==> src/rtl/master_spi.sv <==
// master_spi: SPI master, CPOL=1. mosi changes on sclk falling edges and miso
// is sampled on sclk rising edges, MSB first. Each accepted start request runs
// one full-duplex DATA_WIDTH-bit transfer. sclk_m is derived from clk_m, with
// CLK_DIV clk_m cycles per sclk half-period.
//
// Ports:
//   clk_m            system clock, all logic on its rising edge
//   rst              asynchronous active-high reset
//   start            transfer request, only looked at while idle
//   data_in_master   transmit word, captured when start is accepted
//   miso             serial data from the slave
//   sclk_m           SPI clock, idles high
//   ss               slave select, active low
//   mosi             serial data to the slave
//   data_out_master  last completely received word
//   busy             high for the duration of a transfer
//   done             one-cycle pulse when a transfer completes
module master_spi #(
  parameter int DATA_WIDTH = 8,
  parameter int CLK_DIV    = 2
) (
  input  logic                  clk_m,
  input  logic                  rst,
  input  logic                  start,
  input  logic [DATA_WIDTH-1:0] data_in_master,
  input  logic                  miso,
  output logic                  sclk_m,
  output logic                  ss,
  output logic                  mosi,
  output logic [DATA_WIDTH-1:0] data_out_master,
  output logic                  busy,
  output logic                  done
);

  localparam int DIV_W = (CLK_DIV > 1) ? $clog2(CLK_DIV) : 1;
  localparam int BIT_W = $clog2(DATA_WIDTH);
  localparam logic [DIV_W-1:0] DIV_LAST = DIV_W'(CLK_DIV - 1);
  localparam logic [BIT_W-1:0] BIT_LAST = BIT_W'(DATA_WIDTH - 1);

  typedef enum logic [1:0] {
    IDLE  = 2'd0,
    SETUP = 2'd1,
    SHIFT = 2'd2,
    HOLD  = 2'd3
  } state_t;

  state_t state, state_nxt;

  logic [DIV_W-1:0]      div_cnt;
  logic [BIT_W-1:0]      bit_cnt;
  logic [DATA_WIDTH-1:0] tx_sr;
  logic [DATA_WIDTH-1:0] rx_sr;
  logic                  tc;
  logic                  last_bit;

  // Terminal count of the half-period divider: every sclk event happens here.
  assign tc       = (div_cnt == DIV_LAST);
  assign last_bit = (bit_cnt == BIT_LAST);

  always_ff @(posedge clk_m or posedge rst) begin
    if (rst) state <= IDLE;
    else     state <= state_nxt;
  end

  always_comb begin
    state_nxt = state;
    case (state)
      IDLE:    if (start) state_nxt = SETUP;
      SETUP:   if (tc) state_nxt = SHIFT;
      // Leave SHIFT on the rising edge that samples the final bit.
      SHIFT:   if (tc && !sclk_m && last_bit) state_nxt = HOLD;
      HOLD:    if (tc) state_nxt = IDLE;
      default: state_nxt = IDLE;
    endcase
  end

  always_ff @(posedge clk_m or posedge rst) begin
    if (rst) begin
      sclk_m          <= 1'b1;
      ss              <= 1'b1;
      mosi            <= 1'b0;
      busy            <= 1'b0;
      done            <= 1'b0;
      data_out_master <= '0;
      tx_sr           <= '0;
      rx_sr           <= '0;
      div_cnt         <= '0;
      bit_cnt         <= '0;
    end else begin
      done <= 1'b0;
      case (state)
        IDLE: begin
          if (start) begin
            // MSB goes out immediately so it is stable before the first falling edge.
            tx_sr   <= data_in_master;
            mosi    <= data_in_master[DATA_WIDTH-1];
            ss      <= 1'b0;
            busy    <= 1'b1;
            div_cnt <= '0;
            bit_cnt <= '0;
          end
        end
        SETUP: begin
          if (tc) begin
            // Falling edge 0: mosi already carries the MSB, nothing to shift.
            div_cnt <= '0;
            sclk_m  <= 1'b0;
          end else begin
            div_cnt <= div_cnt + 1'b1;
          end
        end
        SHIFT: begin
          if (tc) begin
            div_cnt <= '0;
            sclk_m  <= ~sclk_m;
            if (!sclk_m) begin
              // Rising edge: capture miso into the LSB.
              rx_sr   <= (rx_sr << 1) | {{(DATA_WIDTH-1){1'b0}}, miso};
              bit_cnt <= bit_cnt + 1'b1;
            end else begin
              // Falling edge k>=1: present the next bit.
              tx_sr <= tx_sr << 1;
              mosi  <= tx_sr[DATA_WIDTH-2];
            end
          end else begin
            div_cnt <= div_cnt + 1'b1;
          end
        end
        HOLD: begin
          if (tc) begin
            div_cnt         <= '0;
            ss              <= 1'b1;
            busy            <= 1'b0;
            done            <= 1'b1;
            data_out_master <= rx_sr;
          end else begin
            div_cnt <= div_cnt + 1'b1;
          end
        end
        default: begin
          div_cnt <= '0;
        end
      endcase
    end
  end

endmodule

==> config.mk <==
export PLATFORM = sky130hd
export DESIGN_NAME = master_spi
export DESIGN_NICKNAME = d
export VERILOG_FILES = /design/src/rtl/master_spi.sv
export SDC_FILE = /design/constraint.sdc
export NUM_CORES = 1
export LEC_CHECK = 0
export ABC_CLOCK_PERIOD_IN_PS = 1800
export CORE_AREA = 8 8 69 71
export DETAILED_ROUTE_END_ITERATION = 8
export DIE_AREA = 0 0 77 79
export GPL_ROUTABILITY_DRIVEN = 1
export PLACE_DENSITY = 0.69
export SKIP_LAST_GASP = 1
export SLEW_MARGIN = 10
export SYNTH_ARGS = -nofsm -noshare
export SYNTH_HDL_FRONTEND = slang
export SYNTH_SLANG_ARGS = --single-unit
==> constraint.sdc <==
create_clock -name clk_m -period 1.8 [get_ports clk_m]
set_input_delay 0.27 -clock clk_m [delete_from_list [all_inputs] [get_ports clk_m]]
set_output_delay 0.27 -clock clk_m [all_outputs]
set_load 0.005 [all_outputs]
==> results_dict.tcl <==
set metrics [dict create \
    setup-violations-final 0 \
    syn_nets 139 \
    regToRegStartpoint "state[0]" \
    endpoint_kind "flip-flop" \
    fin_util_pct 53.2 \
    outcome "finished, final reports clean" \
    n_antenna_cell 0 \
    grt_max_degree 35 \
    cp-endpoint "tx_sr[5]" \
    grt_usage_pct 11.0 \
    ant_nets 0 \
    yosysWarnings 0 \
    fillerInstances 349 \
    postCtsHoldBufs 0 \
    layout.nets 172 \
    syn-cell-area_um2 1580 \
    layout_common_cells "32 x dfrtp_1, 30 x mux2_2, 24 x clkdlybuf4s50_1" \
    finalCritPeriodShare_pct 93.6 \
    grt.overflow.total 0 \
    ir_drop_uv 795 \
    gp_congestion 0.778 \
    coreArea_um2 3800 \
    rsz0062_at_grt "false" \
    r2r_setup_slack_ns 0.11 \
    synth-async-reset-ratio_pct 100 \
    area_growth_pct 27.7 \
    slew_headroom_pct 71.6 \
    layout_commonest_cell "dfrtp_1" \
    grt_pass1_wl_um 5150 \
    die_x_um 77 \
    avgSynthCellArea_um2 13.2 \
    post-dp-hpwl_um 2200 \
    die_h_um 79 \
    r2r_end "tx_sr[5]" \
    dieArea_um2 6080 \
    numCtsBuffers 5 \
    crit_start "state[0]" \
    ys.flop_type "dfrtp_1" \
    finalSetupTns_ns 0 \
    cts_tree "done" \
    drt-initial-drc-count 46 \
    grt_pass1_vias 1094 \
    root_buffer "clkbuf_8" \
    synth-seq-cells 34 \
    synth_cells 120 \
    clock_sinks 34 \
    cts_max_level 2 \
    ios 25 \
    wirelength_um 3090 \
    drive_gt1_share_pct 33.8 \
    fin_cells 204 \
    clock_path_buffers 2 \
    cp_data_required_time_ns 1.97 \
    cts_resized 0 \
    clkTransAtPathRegs_ns 0.07 \
    numPortBuffers 24 \
    cts_setup_buffers 0 \
    fin_worst_skew_ns 0.00701 \
    wl_per_cell_um 15.1 \
    worst_slew_pin_slew_ns 0.425 \
    crit_fanout 9 \
    clkLatencyLatePin_ns 0.29 \
    powerDensity_nw_per_um2 1740 \
    row_count 23 \
    place_inst 196 \
    path_class "flip-flop to flip-flop" \
    reg2regPathDepth 5 \
    max_freq_ghz 0.593 \
    vias 1028 \
    seq_area_frac_synth_pct 54.0 \
    min_path_type "primary input to asynchronous set/reset pin" \
    antenna_found_initial 0 \
    synth_edf_count 0 \
    drv_cap 0 \
    start_util_pct 41.6 \
    firstDrtPassIters 4 \
    synth.distinct_cells 27 \
    hold_viol 0 \
    viasPerCell 5.04 \
    maxSlewViolCount 0 \
    drc 0 \
    period_needed_ns 1.69 \
    startpoint_type "flip-flop" \
    power_leakage_nw 0.900 \
    worstPathArrival_ns 1.86 \
]
[where the power goes]
part / internal (W) / leakage [nW] / switching, W
clock: 0.000386 / 0.0575 / 0.000264
sequential: 0.00111 / 0.421 / 0.000236
combinational: 0.000904 / 0.422 / 0.000617
total: 0.00240 / 0.900 / 0.00112
[registers in the layout, indices dropped and copies added (netlist names)]
register         flops
sclk_m               1
mosi                 1
busy                 1
bit_cnt              3
ss                   1
data_out_master      8
rx_sr                8
tx_sr                7
div_cnt              1
done                 1
state                2
[cell usage after synthesis (2+ instances only)]
master	instances	area share (%)
dfrtp_1	32	51
mux2_2	30	21
nand2_1	14	3.3
ha_1	7	5.5
inv_1	7	1.7
a21oi_1	3	0.95
nor2_1	3	0.71
o221ai_1	3	1.7
buf_6	2	1.4
dfstp_2	2	3.3
[worst min-delay path by stage]
stage | start | to | slack [ns] | cells past startpoint
after floorplan | rst | bit_cnt[0] | 0.41 | 1
after global placement | tx_sr[5] | tx_sr[5] | 0.49 | 1
after detailed placement | sclk_m | sclk_m | 0.49 | 2
after CTS | rst | state[0] | 0.38 | 3
after global routing | rst | data_out_master[7] | 0.43 | 3
final | rst | tx_sr[0] | 0.38 | 3
[layout make-up]
| type | instances | area, µm² | share of cell area, % |
|---|---|---|---|
| Sequential cell | 34 | 853 | 42.3 |
| Multi-Input combinational cell | 76 | 677 | 33.5 |
| Timing Repair Buffer | 29 | 290 | 14.4 |
| Clock buffer | 8 | 110 | 5.45 |
| Tap cell | 50 | 62.6 | 3.10 |
| Inverter | 7 | 26.3 | 1.30 |
[worst max-delay path: stages (launching register included)]
cell	delay (ns)
dfrtp_1	0.42
inv_2	0.10
ha_2	0.23
buf_4	0.20
mux2_2	0.35
mux2_2	0.26
[stage by stage]
step,area [µm²],worst slack [ns],power [W],hold WS [ns]
after global placement,1900,0.112,0.00279,0.487
after floorplan,1580,0.165,0.00234,0.410
final,2020,0.115,0.00352,0.377
after global routing,2020,0.0366,0.00376,0.429
after CTS,2010,0.0156,0.00356,0.377
after detailed placement,1900,0.0315,0.00288,0.492
[kinds of logic after synthesis]
kind of cell             Yosys count  synth area share, %
flip-flops                        34                 54.0
adder cells (fa/ha/maj)            7                 5.54
AO/OA/AOI/OAI                     13                 6.57
multiplexers                      33                 23.9
buffers and inverters             10                 3.56
AND/OR/NAND/NOR                   23                 6.49
[routing by layer]
layer  vias to the layer above  part of all wire, %  global-route usage [%]
li1                        482                    -                       -
met1                       507                   42                    11.4
met2                        34                   50                    18.1
met3                         5                  6.6                    4.85
met4                         0                  1.7                    7.17
met5                         -                    0                       0
Note: power is estimated with default switching activity, not from simulation.
